===== src/rtl/div_sequencer.sv =====
`timescale 1ns/1ps
`default_nettype none
// ============================================================================
//  Module   : div_sequencer
//  Brief    : Front-end for the multi-cycle divider: resolves special cases,
//             runs the divider once per operand pair and caches q/r.
//  Revision : 1.0  initial release
// ============================================================================
module div_sequencer #(
    parameter bit                      CACHE_EN     = 1'b1,
    parameter int                      DIV_OP_WIDTH = 2,
    parameter logic [DIV_OP_WIDTH-1:0] DIV_OP_DIV   = 'd0,
    parameter logic [DIV_OP_WIDTH-1:0] DIV_OP_DIVU  = 'd1,
    parameter logic [DIV_OP_WIDTH-1:0] DIV_OP_REM   = 'd2,
    parameter logic [DIV_OP_WIDTH-1:0] DIV_OP_REMU  = 'd3
) (
    input  logic                    clk,
    input  logic                    resetn,
    input  logic                    req_valid,
    output logic                    req_ready,
    input  logic [DIV_OP_WIDTH-1:0] req_op,
    input  logic [31:0]             req_a,
    input  logic [31:0]             req_b,
    output logic                    rsp_valid,
    input  logic                    rsp_ready,
    output logic [31:0]             rsp_data,
    input  logic                    flush,
    output logic                    div_valid,
    output logic [31:0]             div_divident,
    output logic [31:0]             div_divisor,
    output logic [DIV_OP_WIDTH-1:0] div_op,
    input  logic [31:0]             div_rslt,
    input  logic                    div_ready,
    input  logic                    div_dbz
);

    localparam logic [31:0] c_all_ones = 32'hFFFF_FFFF;
    localparam logic [31:0] c_int_min  = 32'h8000_0000;

    typedef enum logic [2:0] {
        S_IDLE  = 3'd0,
        S_ISSUE = 3'd1,
        S_WAIT  = 3'd2,
        S_CAPR  = 3'd3,
        S_RESP  = 3'd4,
        S_DRAIN = 3'd5
    } state_t;

    state_t                  r_state;
    state_t                  w_state_nxt;
    logic [DIV_OP_WIDTH-1:0] r_op;
    logic [31:0]             r_a;
    logic [31:0]             r_b;
    logic                    r_s;
    logic [31:0]             r_q;
    logic [31:0]             r_rsp_data;
    logic                    r_c_vld;
    logic [31:0]             r_ca;
    logic [31:0]             r_cb;
    logic                    r_cs;
    logic [31:0]             r_cq;
    logic [31:0]             r_cr;

    logic        w_accept;
    logic        w_req_s;
    logic        w_req_rem;
    logic        w_dbz;
    logic        w_ovf;
    logic        w_hit;
    logic        w_fast;
    logic [31:0] w_fast_data;
    logic        w_op_rem;
    logic        w_drained;
    logic        w_unused_dbz;

    // Zero divisors are filtered here, so the divider's own error flag is moot
    assign w_unused_dbz = div_dbz;

    assign w_req_s   = (req_op == DIV_OP_DIV) || (req_op == DIV_OP_REM);
    assign w_req_rem = (req_op == DIV_OP_REM) || (req_op == DIV_OP_REMU);
    assign w_dbz     = (req_b == 32'd0);
    assign w_ovf     = w_req_s && (req_a == c_int_min) && (req_b == c_all_ones);
    assign w_hit     = CACHE_EN && r_c_vld && (req_a == r_ca) && (req_b == r_cb)
                       && (w_req_s == r_cs);
    assign w_fast    = w_dbz || w_ovf || w_hit;
    assign w_accept  = req_valid && req_ready;
    assign w_op_rem  = (r_op == DIV_OP_REM) || (r_op == DIV_OP_REMU);

    always_comb begin
        if (w_dbz)
            w_fast_data = w_req_rem ? req_a : c_all_ones;
        else if (w_ovf)
            w_fast_data = w_req_rem ? 32'd0 : c_int_min;
        else
            w_fast_data = w_req_rem ? r_cr : r_cq;
    end

    // Divider finished while the request is being abandoned
    assign w_drained = div_ready && ((r_state == S_DRAIN) || ((r_state == S_WAIT) && flush));

    always_comb begin
        w_state_nxt = r_state;
        req_ready   = 1'b0;
        div_valid   = 1'b0;
        case (r_state)
            S_IDLE: begin
                req_ready = !flush;
                if (req_valid && !flush)
                    w_state_nxt = w_fast ? S_RESP : S_ISSUE;
            end
            S_ISSUE: begin
                div_valid   = 1'b1;
                w_state_nxt = flush ? S_DRAIN : S_WAIT;
            end
            S_WAIT: begin
                if (div_ready)
                    w_state_nxt = flush ? S_IDLE : S_CAPR;
                else if (flush)
                    w_state_nxt = S_DRAIN;
            end
            S_CAPR:  w_state_nxt = flush ? S_IDLE : S_RESP;
            S_RESP: begin
                if (flush || rsp_ready)
                    w_state_nxt = S_IDLE;
            end
            S_DRAIN: begin
                if (div_ready)
                    w_state_nxt = S_IDLE;
            end
            default: w_state_nxt = S_IDLE;
        endcase
    end

    always_ff @(posedge clk or negedge resetn) begin
        if (!resetn)
            r_state <= S_IDLE;
        else
            r_state <= w_state_nxt;
    end

    always_ff @(posedge clk or negedge resetn) begin
        if (!resetn) begin
            r_op       <= DIV_OP_DIVU;
            r_a        <= 32'd0;
            r_b        <= 32'd0;
            r_s        <= 1'b0;
            r_q        <= 32'd0;
            r_rsp_data <= 32'd0;
            r_c_vld    <= 1'b0;
            r_ca       <= 32'd0;
            r_cb       <= 32'd0;
            r_cs       <= 1'b0;
            r_cq       <= 32'd0;
            r_cr       <= 32'd0;
        end else begin
            if (w_accept) begin
                r_op <= req_op;
                r_a  <= req_a;
                r_b  <= req_b;
                r_s  <= w_req_s;
                if (w_fast)
                    r_rsp_data <= w_fast_data;
            end
            if (div_ready && ((r_state == S_WAIT) || (r_state == S_DRAIN)))
                r_q <= div_rslt;
            if (w_drained) begin
                r_c_vld <= 1'b0;
            end else if ((r_state == S_CAPR) && !flush) begin
                r_c_vld    <= 1'b1;
                r_ca       <= r_a;
                r_cb       <= r_b;
                r_cs       <= r_s;
                r_cq       <= r_q;
                r_cr       <= div_rslt;
                r_rsp_data <= w_op_rem ? div_rslt : r_q;
            end
        end
    end

    // Remainder variant only while capturing r; quotient variant otherwise
    assign div_op       = (r_state == S_CAPR) ? (r_s ? DIV_OP_REM : DIV_OP_REMU)
                                              : (r_s ? DIV_OP_DIV : DIV_OP_DIVU);
    assign div_divident = r_a;
    assign div_divisor  = r_b;
    assign rsp_valid    = (r_state == S_RESP);
    assign rsp_data     = r_rsp_data;

endmodule
`default_nettype wire


===== config.mk =====
export PLATFORM = sky130hd
export DESIGN_NAME = div_sequencer
export DESIGN_NICKNAME = d
export VERILOG_FILES = /design/src/rtl/div_sequencer.sv
export SDC_FILE = /design/constraint.sdc
export NUM_CORES = 1
export LEC_CHECK = 0
export CORE_ASPECT_RATIO = 1.75
export CORE_MARGIN = 5
export CORE_UTILIZATION = 42
export CTS_BUF_LIST = sky130_fd_sc_hd__clkbuf_4 sky130_fd_sc_hd__clkbuf_8
export CTS_CLUSTER_DIAMETER = 100
export DETAILED_ROUTE_END_ITERATION = 12
export PLACE_DENSITY = 0.65
export SLEW_MARGIN = 20
export SYNTH_ARGS = -nofsm -noshare
export SYNTH_HDL_FRONTEND = slang
export SYNTH_SLANG_ARGS = --single-unit
export TNS_END_PERCENT = 1

===== constraint.sdc =====
create_clock -name clk -period 3 [get_ports clk]
set_input_delay 0.6 -clock clk [delete_from_list [all_inputs] [get_ports clk]]
set_output_delay 0.6 -clock clk [all_outputs]
set_load 0.05 [all_outputs]

==> results.cfg <==
[route]
drtAntennaViolNets = 0
via_count = 10300
drt-total-wl_um = 39300
drt_iter0_drc = 600
route.detailed.vias_per_inst = 5.32
drt-wirelength-per-cell_um = 20.4
drcViolationCount = 0
firstDrtPassIters = 5

[clocking]
h_tree_level_count = 2
tritoncts_buffer_count = 40
cts_post_setup_buffers_inserted = 0
clockBufferDepth = 3
clock_sink_count = 263
cts_hold_repair.buffers = 0
clock_tree_from_tritoncts = yes
clk_transition_reported_paths_ps = 70
clock_insertion_delay_worst_skew_ps = 560
clock-root-buffer = sky130_fd_sc_hd__clkbuf_8

[synth]
syn-mean-instance-area_um2 = 9.97
synth_fp_nets = 1344
yosys_most_used_dff = sky130_fd_sc_hd__dfrtp_1
synth_edf_count = 0
post-synth-top-count-cell = sky130_fd_sc_hd__nand2_1
synth_instances = 1239
synth_largest_area_cell = sky130_fd_sc_hd__dfrtp_1
async_reset_ff_share_pct = 100
ys_seq_elements = 263
post_synth_instance_area_mm2 = 0.0124
netlist.area_leader.share_pct = 53.3
seq_area_frac_synth_pct = 53.3
synth_commonest_cells = sky130_fd_sc_hd__nand2_1 (396), sky130_fd_sc_hd__dfrtp_1 (263), sky130_fd_sc_hd__mux2_2 (90)
synth.area.top_cells = sky130_fd_sc_hd__dfrtp_1 (53%), sky130_fd_sc_hd__nand2_1 (12%), sky130_fd_sc_hd__mux2_2 (8.2%)
number_of_different_library_cells_in_the_post_synthesis_netlist = 45
yosysWarnings = 0

[layout]
areaGrowthSynthToFinish_pct = 33.9
diodes = 0
n_fill_cell = 2517
layout-drive-gt1-share_pct = 20.5
final_core_utilization_pct = 56.7
final-seq-area_mm2 = 0.00658
layout.cell_area.non_filler_mm2 = 0.0165
final-instance-count-excl-fill = 1930
area_taken_by_multi_input_logic_gates_mm2 = 0.00550
final_net_count = 1629

[timing]
post-route-min-period_ps = 2880
finalSetupViolCount = 0
worstMarginPinSlew_ps = 651
max_freq_ghz = 0.347
final_hold_violation_count = 0
rsz0062_at_grt = false
maxSlewViolCount = 0
slew-limit-headroom_pct = 56.6
timing.hold.ws_ps = 43.2
finalCritPeriodShare_pct = 96.1
worst_clock_skew_ps = 21.5

[global_route]
largest_net_degree_at_the_start_of_global_routing = 87
grt_use_total_pct = 23.5
global_route.overflow_total = 0
antenna_violations_before_repair = 0
first_global_vias = 10600
grt_pass1_wl_um = 61000

[floorplanning]
design.core.area_mm2 = 0.0292
fp.dieH_um = 237
floorplan.initialDensity_pct = 42.3
die-area_mm2 = 0.0331
floorplan.io_pins = 206
die_width_um = 140
placement_rows = 83

[placed_design]
place_hpwl_um = 28600
placed_cell_area_mm2 = 0.0156
routability_congestion_estimate_from_global_placement = 0.940
buffer_ports.inserted = 204
number_of_placed_instances_taps_included = 1864

[setup_path]
worst_reg2reg_path_depth = 9
cpMaxStageDelayCell = sky130_fd_sc_hd__clkdlybuf4s50_1
crit_arrival_ps = 2280
reg2reg_slack_ps = 550
crit_chain = nor3b_1, clkdlybuf4s50_1
critical_path.startpoint = r_state[0]$_DFFE_PN0P_
path_buf_inv = 1
reg2reg_to = rsp_data[8]$_DFF_PN0_
path_delay_family = buffers and inverters
setup.worst_path.start_class = register
crit_required_ps = 2400
cp_max_fo = 14
max_stage_delay_ps = 840
critPathCaptureType = primary output
regToRegStartpoint = r_ca[2]$_DFFE_PN0P_
timing.setup.critical_path_class = reg -> out

[run]
timing.max_cap.violations = 0

[power]
leakagePower_uw = 0.00827
ir_worst_vdd_v = 0.000584
totalPowerFinal_uw = 17300
powerDensity_mw_per_mm2 = 1040

[hold_path]
hold_class = in -> async

[status]
result_of_the_run = completed
logic make-up after synthesis:
family / after synthesis / share of synthesized area, %
simple gates: 548 / 19.0
xor+xnor: 47 / 3.33
compound gates: 138 / 7.80
mux: 154 / 13.4
buf+inv: 89 / 3.19
flops: 263 / 53.3
metal layers:
metal	vias to the layer above	part of all wire, %	routed length (um)	GRT usage, %
met5	-	0	0	0
met3	80	5.0	1970	3.62
li1	4765	-	-	-
met1	5105	38	15100	27.6
met2	326	52	20600	42.3
met4	0	4.4	1720	9.93
worst max-delay path by stage:
stage | end | slack, ps | cells after the start
6_report | div_valid | 120 | 2
5_1_grt | div_valid | 4 | 2
4_1_cts | rsp_valid | 30 | 3
3_5_place_dp | rsp_data[13]$_DFF_PN0_ | -680 | 11
3_3_place_gp | rsp_data[23]$_DFF_PN0_ | -550 | 11
2_1_floorplan | div_divisor[10]$_DFFE_PN0P_ | 160 | 6
layout by cell type (no fill, tap or decap), types with 6 or more instances in the layout:
master / count
sky130_fd_sc_hd__nand2_1: 394
sky130_fd_sc_hd__dfrtp_1: 262
sky130_fd_sc_hd__clkdlybuf4s50_1: 199
sky130_fd_sc_hd__buf_4: 93
sky130_fd_sc_hd__mux2_2: 90
sky130_fd_sc_hd__mux2i_1: 64
sky130_fd_sc_hd__clkbuf_8: 55
sky130_fd_sc_hd__nor2_1: 37
sky130_fd_sc_hd__a21oi_1: 35
sky130_fd_sc_hd__xor2_1: 35
sky130_fd_sc_hd__a21o_1: 32
sky130_fd_sc_hd__or2_2: 30
sky130_fd_sc_hd__nor4_1: 26
sky130_fd_sc_hd__a221oi_1: 25
sky130_fd_sc_hd__inv_1: 19
sky130_fd_sc_hd__o21ai_0: 18
sky130_fd_sc_hd__buf_12: 17
sky130_fd_sc_hd__nor2b_1: 12
sky130_fd_sc_hd__xnor2_1: 12
sky130_fd_sc_hd__nand4_1: 11
sky130_fd_sc_hd__clkbuf_4: 9
sky130_fd_sc_hd__nand3_1: 7
sky130_fd_sc_hd__o22ai_1: 6
sky130_fd_sc_hd__nand2b_1: 6
sky130_fd_sc_hd__a221oi_2: 6
sequential cells by signal, summed over array words and instances (netlist names):
signal        flops
div_divident     32
div_divisor      32
r_ca             32
r_cb             32
r_cq             32
r_cr             32
r_q              32
rsp_data         32
r_state           3
r_c_vld           1
r_cs              1
r_op              1
r_s               1
what timing repair did:
action	CTS	global route
endpoints found under the hold margin	0	0
setup endpoints to repair	33	30
cloned	0	0
gates resized for setup	2	12
area by class of cell:
type / count / area share [%]
clock inverters: 2 / 0.0605
multi-input cells: 887 / 33.2
well taps: 382 / 2.89
flip-flops and latches: 263 / 39.8
clock buffers: 64 / 4.98
inverters: 19 / 0.431
repair buffers: 313 / 18.6
power by group:
part / total [uW] / switching, uW / internal (uW)
clock network: 3140 / 1410 / 1730
logic: 7650 / 4550 / 3100
registers: 6470 / 1260 / 5210
total: 17300 / 7220 / 10000
stage by stage:
| step | setup TNS (ps) | worst slack, ps |
|---|---|---|
| finish | 0 | 118 |
| global route | 0 | 4.03 |
| global placement | -17960 | -552 |
| CTS | 0 | 28.5 |
| floorplan | 0 | 163 |
| detailed placement | -21610 | -677 |
No activity file was read; power rests on OpenSTA's default activity.
